## src/rtl/keyboard_pkg.sv

```systemverilog
// Shared scan-code constants, FSM state type and direction bit positions
// for the PS/2 keyboard sequencer.
package keyboard_pkg;

    typedef enum logic [2:0] {
        IDLE,
        EXT,
        BRK,
        EXT_BRK,
        SKIP
    } kbd_state_t;

    localparam logic [7:0] SC_E0     = 8'hE0;
    localparam logic [7:0] SC_F0     = 8'hF0;
    localparam logic [7:0] SC_E1     = 8'hE1;
    localparam logic [7:0] SC_AA     = 8'hAA;
    localparam logic [7:0] SC_ACK    = 8'hFA;
    localparam logic [7:0] SC_ECHO   = 8'hEE;
    localparam logic [7:0] SC_RESEND = 8'hFE;
    localparam logic [7:0] SC_ERR0   = 8'h00;
    localparam logic [7:0] SC_ERR1   = 8'hFF;

    localparam logic [7:0] SC_W      = 8'h1D;
    localparam logic [7:0] SC_S      = 8'h1B;
    localparam logic [7:0] SC_A      = 8'h1C;
    localparam logic [7:0] SC_D      = 8'h23;
    localparam logic [7:0] SC_SPACE  = 8'h29;
    localparam logic [7:0] SC_ENTER  = 8'h5A;
    localparam logic [7:0] SC_UP     = 8'h75;
    localparam logic [7:0] SC_DOWN   = 8'h72;
    localparam logic [7:0] SC_LEFT   = 8'h6B;
    localparam logic [7:0] SC_RIGHT  = 8'h74;

    // Bit positions inside the {up,down,left,right} direction vectors
    localparam logic [1:0] DIR_UP    = 2'd3;
    localparam logic [1:0] DIR_DOWN  = 2'd2;
    localparam logic [1:0] DIR_LEFT  = 2'd1;
    localparam logic [1:0] DIR_RIGHT = 2'd0;

    localparam logic PLAYER1 = 1'b0;
    localparam logic PLAYER2 = 1'b1;

endpackage

```

## src/rtl/keyboard_keymap.sv

```systemverilog
// Combinational lookup of an (extended flag, scan code) pair to the game
// control it drives: owning player, direction bit or bomb.
module keyboard_keymap
    import keyboard_pkg::*;
(
    input  logic       ext,
    input  logic [7:0] code,
    output logic       player,
    output logic [1:0] dir_idx,
    output logic       is_bomb,
    output logic       hit
);

    always_comb begin
        player  = PLAYER1;
        dir_idx = DIR_RIGHT;
        is_bomb = 1'b0;
        hit     = 1'b1;
        case ({ext, code})
            {1'b0, SC_W}:     dir_idx = DIR_UP;
            {1'b0, SC_S}:     dir_idx = DIR_DOWN;
            {1'b0, SC_A}:     dir_idx = DIR_LEFT;
            {1'b0, SC_D}:     dir_idx = DIR_RIGHT;
            {1'b0, SC_SPACE}: is_bomb = 1'b1;
            {1'b1, SC_UP}:    begin player = PLAYER2; dir_idx = DIR_UP;    end
            {1'b1, SC_DOWN}:  begin player = PLAYER2; dir_idx = DIR_DOWN;  end
            {1'b1, SC_LEFT}:  begin player = PLAYER2; dir_idx = DIR_LEFT;  end
            {1'b1, SC_RIGHT}: begin player = PLAYER2; dir_idx = DIR_RIGHT; end
            {1'b0, SC_ENTER}: begin player = PLAYER2; is_bomb = 1'b1;      end
            default:          hit = 1'b0;
        endcase
    end

endmodule

```

## src/rtl/keyboard_ctrl.sv

```systemverilog
// PS/2 Set 2 scan-code sequencer: prefix tracking, held-key state for two
// players, bomb pulses, generic key events and prefix timeout resync.
module keyboard_ctrl
    import keyboard_pkg::*;
#(
    parameter int unsigned TIMEOUT_CYCLES = 2_500_000,
    parameter int unsigned PAUSE_SKIP     = 7
) (
    input  logic       clk,
    input  logic       reset_n,
    input  logic [7:0] rx_data,
    input  logic       rx_valid,
    output logic [3:0] p1_dir,
    output logic       p1_bomb,
    output logic [3:0] p2_dir,
    output logic       p2_bomb,
    output logic       key_evt,
    output logic [7:0] key_code,
    output logic       key_ext,
    output logic       key_break,
    output logic       sync_lost
);

    localparam int unsigned TW = (TIMEOUT_CYCLES > 1) ? $clog2(TIMEOUT_CYCLES) : 1;
    localparam int unsigned SW = (PAUSE_SKIP > 0) ? $clog2(PAUSE_SKIP + 1) : 1;
    localparam logic [TW-1:0] TO_LAST   = TW'(TIMEOUT_CYCLES - 1);
    localparam logic [SW-1:0] SKIP_INIT = SW'(PAUSE_SKIP);

    kbd_state_t    state, state_d;
    logic [TW-1:0] to_cnt, to_cnt_d;
    logic [SW-1:0] skip_cnt, skip_cnt_d;
    logic          do_make, do_break, evt_ext, timeout, clr_keys;
    logic          p1_bomb_held, p2_bomb_held;

    logic          map_player, map_bomb, map_hit;
    logic [1:0]    map_dir;

    keyboard_keymap u_keymap (
        .ext     (evt_ext),
        .code    (rx_data),
        .player  (map_player),
        .dir_idx (map_dir),
        .is_bomb (map_bomb),
        .hit     (map_hit)
    );

    always_ff @(posedge clk or negedge reset_n) begin
        if (!reset_n) begin
            state    <= IDLE;
            to_cnt   <= '0;
            skip_cnt <= '0;
        end else begin
            state    <= state_d;
            to_cnt   <= to_cnt_d;
            skip_cnt <= skip_cnt_d;
        end
    end

    always_comb begin
        state_d    = state;
        to_cnt_d   = to_cnt;
        skip_cnt_d = skip_cnt;
        do_make    = 1'b0;
        do_break   = 1'b0;
        evt_ext    = 1'b0;
        timeout    = 1'b0;
        clr_keys   = 1'b0;

        // A byte arriving on the expiry cycle wins, so timeout needs !rx_valid
        if (rx_valid || state == IDLE) begin
            to_cnt_d = '0;
        end else if (to_cnt == TO_LAST) begin
            timeout = 1'b1;
        end else begin
            to_cnt_d = to_cnt + 1'b1;
        end

        case (state)
            IDLE: begin
                if (rx_valid) begin
                    case (rx_data)
                        SC_E0: state_d = EXT;
                        SC_F0: state_d = BRK;
                        SC_E1: begin
                            if (PAUSE_SKIP != 0) begin
                                state_d    = SKIP;
                                skip_cnt_d = SKIP_INIT;
                            end
                        end
                        SC_AA: clr_keys = 1'b1;
                        SC_ACK, SC_ECHO, SC_RESEND, SC_ERR0, SC_ERR1: ;
                        default: do_make = 1'b1;
                    endcase
                end
            end
            EXT: begin
                evt_ext = 1'b1;
                if (rx_valid) begin
                    case (rx_data)
                        SC_F0: state_d = EXT_BRK;
                        SC_E0: ;
                        default: begin
                            do_make = 1'b1;
                            state_d = IDLE;
                        end
                    endcase
                end
            end
            BRK: begin
                if (rx_valid) begin
                    do_break = 1'b1;
                    state_d  = IDLE;
                end
            end
            EXT_BRK: begin
                evt_ext = 1'b1;
                if (rx_valid) begin
                    do_break = 1'b1;
                    state_d  = IDLE;
                end
            end
            SKIP: begin
                if (rx_valid) begin
                    if (skip_cnt <= SW'(1)) begin
                        skip_cnt_d = '0;
                        state_d    = IDLE;
                    end else begin
                        skip_cnt_d = skip_cnt - 1'b1;
                    end
                end
            end
            default: state_d = IDLE;
        endcase

        if (timeout) begin
            state_d    = IDLE;
            skip_cnt_d = '0;
        end
    end

    always_ff @(posedge clk or negedge reset_n) begin
        if (!reset_n) begin
            p1_dir       <= '0;
            p2_dir       <= '0;
            p1_bomb      <= 1'b0;
            p2_bomb      <= 1'b0;
            p1_bomb_held <= 1'b0;
            p2_bomb_held <= 1'b0;
            key_evt      <= 1'b0;
            key_code     <= '0;
            key_ext      <= 1'b0;
            key_break    <= 1'b0;
            sync_lost    <= 1'b0;
        end else begin
            key_evt   <= do_make | do_break;
            sync_lost <= timeout;
            p1_bomb   <= 1'b0;
            p2_bomb   <= 1'b0;

            if (do_make || do_break) begin
                key_code  <= rx_data;
                key_ext   <= evt_ext;
                key_break <= do_break;
            end

            if (clr_keys) begin
                p1_dir       <= '0;
                p2_dir       <= '0;
                p1_bomb_held <= 1'b0;
                p2_bomb_held <= 1'b0;
            end

            if (map_hit && (do_make || do_break)) begin
                if (map_bomb) begin
                    // Pulse only on the first make; typematic repeats see held set
                    if (map_player == PLAYER1) begin
                        p1_bomb      <= do_make & ~p1_bomb_held;
                        p1_bomb_held <= do_make;
                    end else begin
                        p2_bomb      <= do_make & ~p2_bomb_held;
                        p2_bomb_held <= do_make;
                    end
                end else if (map_player == PLAYER1) begin
                    p1_dir[map_dir] <= do_make;
                end else begin
                    p2_dir[map_dir] <= do_make;
                end
            end
        end
    end

endmodule

```

## config.mk

```make
export PLATFORM = sky130hd
export DESIGN_NAME = keyboard_ctrl
export DESIGN_NICKNAME = d
export VERILOG_FILES = /design/src/rtl/keyboard_pkg.sv /design/src/rtl/keyboard_keymap.sv /design/src/rtl/keyboard_ctrl.sv
export SDC_FILE = /design/constraint.sdc
export NUM_CORES = 1
export LEC_CHECK = 0
export CAP_MARGIN = 20
export CELL_PAD_IN_SITES_DETAIL_PLACEMENT = 1
export CELL_PAD_IN_SITES_GLOBAL_PLACEMENT = 1
export CORE_MARGIN = 2
export CORE_UTILIZATION = 48
export DETAILED_ROUTE_END_ITERATION = 7
export PLACE_DENSITY_LB_ADDON = 0.08
export RECOVER_POWER = 50
export SLEW_MARGIN = 25
export SYNTH_ARGS = -nofsm -noshare
export SYNTH_HDL_FRONTEND = slang
export SYNTH_HIERARCHICAL = 1
export SYNTH_SLANG_ARGS = --single-unit
```

## constraint.sdc

```tcl
create_clock -name clk -period 4.2 [get_ports clk]
set_input_delay 0.63 -clock clk [delete_from_list [all_inputs] [get_ports clk]]
set_output_delay 0.63 -clock clk [all_outputs]
set_load 0.01 [all_outputs]
```

==> impl_metrics.tcl <==
set metrics [dict create \
    synth_area_mm2 0.00305 \
    slew_headroom_pct -87.3 \
    crit_arrival_ns 3.19 \
    clock_latency_ns 0.31 \
    start_util_pct 48.9 \
    setup_slack_ns 1.20 \
    postCtsSetupBuffers 0 \
    antenna_cells 0 \
    num_vias 2474 \
    synth.distinct_cells 72 \
    die_area_mm2 0.00702 \
    min_path_type "flip-flop to flip-flop" \
    synth_ff_type "dfrtp_1" \
    die_h_um 83.8 \
    num_rows 29 \
    status "finished with violations" \
    synth_edf_count 0 \
    track_usage_pct 22.4 \
    worstPathCellList "clkdlybuf4s50_1 -> and2b_2 -> nand4b_1 -> o31ai_1 -> and3_1 -> nand2_1 -> o311ai_0 -> o41ai_1" \
    finalCriticalPeriod_ns 3.00 \
    drc_errors 0 \
    drive_above_1_share_pct 12.2 \
    slew_viol_final 53 \
    period_share_pct 71.5 \
    wl_mm 7.40 \
    fin_nets 356 \
    antenna_found_initial 0 \
    critPathMaxStageDelay_ns 0.66 \
    die_w_um 83.8 \
    num-fill-cells 726 \
    tightest_slew_ns 2.81 \
    cap_viol_max_count 1 \
    power.density_mw_per_mm2 291 \
    crit_required_ns 4.39 \
    cts_buffer_depth 2 \
    crit_buf_inv 1 \
    grt_max_degree 53 \
    path_max_fanout 11 \
    crit_path_end_kind "flip-flop" \
    cts_tree "built" \
    fin_skew_ns 0.00512 \
    max_freq_ghz 0.333 \
    dpl_worst_slack_ns 0.861 \
    ctsHtreeMaxLevel 2 \
    grt_pass1_wl_mm 12.8 \
    core-area_mm2 0.00624 \
    postRouteAntennaNets 0 \
    cts.sinks 52 \
    cts_resized 0 \
    vias_per_cell 5.89 \
    synth_fp_nets 322 \
    synthArstFlopShare_pct 100 \
    hold_buffers 0 \
    syn2layout_area_growth_pct 16.8 \
    fin_setup_tns_ns 0 \
    ys_seq_area_share_pct 42.6 \
    synthMuxAreaShare_pct 6.27 \
    io_pins 33 \
    yosys-top-cells-area "dfrtp_1 43%, nor2_1 4.9%, nand2_1 3.9%, xor2_1 3.7%, mux2i_1 2.9%" \
    avgRoutedWirePerCell_um 17.6 \
    clock-root-buffer "clkbuf_8" \
    max-vdd-ir-drop_mv 0.196 \
    io_buffers 32 \
    yosysTopAreaCell "dfrtp_1" \
    synth_top_area_share_pct 42.6 \
    rsz0062_at_grt "no" \
    dp_hpwl_mm 5.21 \
    violations "max-capacitance violations, max-slew violations" \
    ys_ff_latch 52 \
    clk_pin_slew_worst_paths_ns 0.10 \
    cp_top_family "compound AO/OA/AOI/OAI gates" \
    synthCells 308 \
    yosys_warnings 6 \
    critPathSlowestCell "o31ai_1" \
    synth_xor_area_share_pct 5.74 \
    syn_avg_cell_area_um2 9.92 \
    synth-simple-area-share_pct 30.5 \
    gp_congestion 0.821 \
    setup_viol 0 \
    yosys.area_share.adder_pct 1.23 \
    cp-start-kind "input pin" \
    overflow 0 \
    drtPass1Iterations 4 \
    first_iter_violations 108 \
    synth_top_family_by_area "simple AND/OR/NAND/NOR gates" \
    leakage_nw 1.43 \
    first_global_vias 2614 \
    critPathKind "input pin to flip-flop" \
    cts_buffers 5 \
    finalHoldViolations 0 \
    synth_compound_area_share_pct 11.2 \
]
through the flow:
stage                     total power [mW]  utilization [%]  cells  area, um^2  hold slack (ns)
after floorplan                      0.605                -    308        3050            0.334
after global placement               0.673             55.2    412        3450            0.448
after detailed placement             0.678             55.2    412        3450            0.463
after CTS                             1.05             57.2    420        3570            0.451
after global routing                  1.08             57.2    420        3570            0.502
final                                 1.04             57.2    420        3570            0.476
routing by layer:
| metal | track usage, % | share of wire (%) | vias to the layer above |
|---|---|---|---|
| met5 | 0 | 0 | - |
| met2 | 37.5 | 50 | 32 |
| met1 | 29.4 | 46 | 1245 |
| met4 | 7.18 | 1.9 | 0 |
| li1 | - | - | 1185 |
| met3 | 4.15 | 2.7 | 12 |
cell usage after synthesis, types with 3 or more instances:
master    count
dfrtp_1      52
mux2i_1       9
and3_1        5
mux2_2        8
clkbuf_1      6
nand4_1      12
o21ai_0       6
nor4_1        6
xor2_1       13
nor2_1       40
or3_1         3
a21oi_1       5
nor3_1        4
xnor2_1       7
nand2b_1      3
ha_1          3
o21ai_1       3
inv_1        11
nand3_1      14
nand2_1      32
sequential cells by signal, summed over array words and instances (netlist names), 3 cells and up:
signal,cells
to_cnt,22
key_code,8
p1_dir,4
p2_dir,4
skip_cnt,3
state,3
worst paths after layout:
| path | endpoint | cells past startpoint | start | slack (ns) |
|---|---|---|---|---|
| setup / recovery | p2_dir[1] | 8 | rx_data[2] | 1.20 |
| hold / removal | p1_bomb | 1 | p1_bomb_held | 0.48 |
| setup reg to reg | p2_dir[0] | 11 | state[0] | 1.25 |
| hold reg to reg | p1_bomb | 1 | p1_bomb_held | 0.48 |
| max in group asynchronous | state[2] | 2 | reset_n | 1.31 |
| min in group asynchronous | key_code[5] | 2 | reset_n | 1.30 |
kinds of logic after synthesis:
family | count (synthesis)
buf+inv | 18
mux | 18
simple gates | 156
flops | 52
fa+ha+maj | 3
compound gates | 41
xor+xnor | 20
placed cells by master (no fill, tap or decap), types with 3 or more instances in the layout:
master,synthesis,routed
mux2_2,8,8
dlygate4sd3_1,0,3
a21oi_1,5,5
nor2_1,40,40
clkdlybuf4s50_1,0,28
nand4_1,12,12
o21ai_1,3,3
xor2_1,13,13
nor4_1,6,6
xnor2_1,7,7
dfrtp_1,52,52
nand3_1,14,14
o21ai_0,6,6
nor3_1,4,4
nand2_1,32,32
nand2b_1,3,3
and3_1,5,5
inv_1,11,11
or3_1,3,3
clkbuf_8,0,6
ha_1,3,3
mux2i_1,9,9
cell type report:
| type | count | area [um^2] | share of cell area [%] |
|---|---|---|---|
| repair buffers | 34 | 323 | 9.05 |
| clock buffers | 6 | 82.6 | 2.31 |
| inverters | 11 | 41.3 | 1.16 |
| multi-input cells | 238 | 1690 | 47.2 |
| well taps | 77 | 96.3 | 2.70 |
| flip-flops and latches | 52 | 1300 | 36.5 |
| clock inverters | 2 | 38.8 | 1.09 |
report_power, final:
part	switching [mW]	total, mW	internal, mW
Clock	0.177	0.372	0.195
Combinational	0.0771	0.138	0.0606
Sequential	0.0110	0.529	0.518
Total	0.265	1.04	0.774
Power figures use the tool's default switching activity.
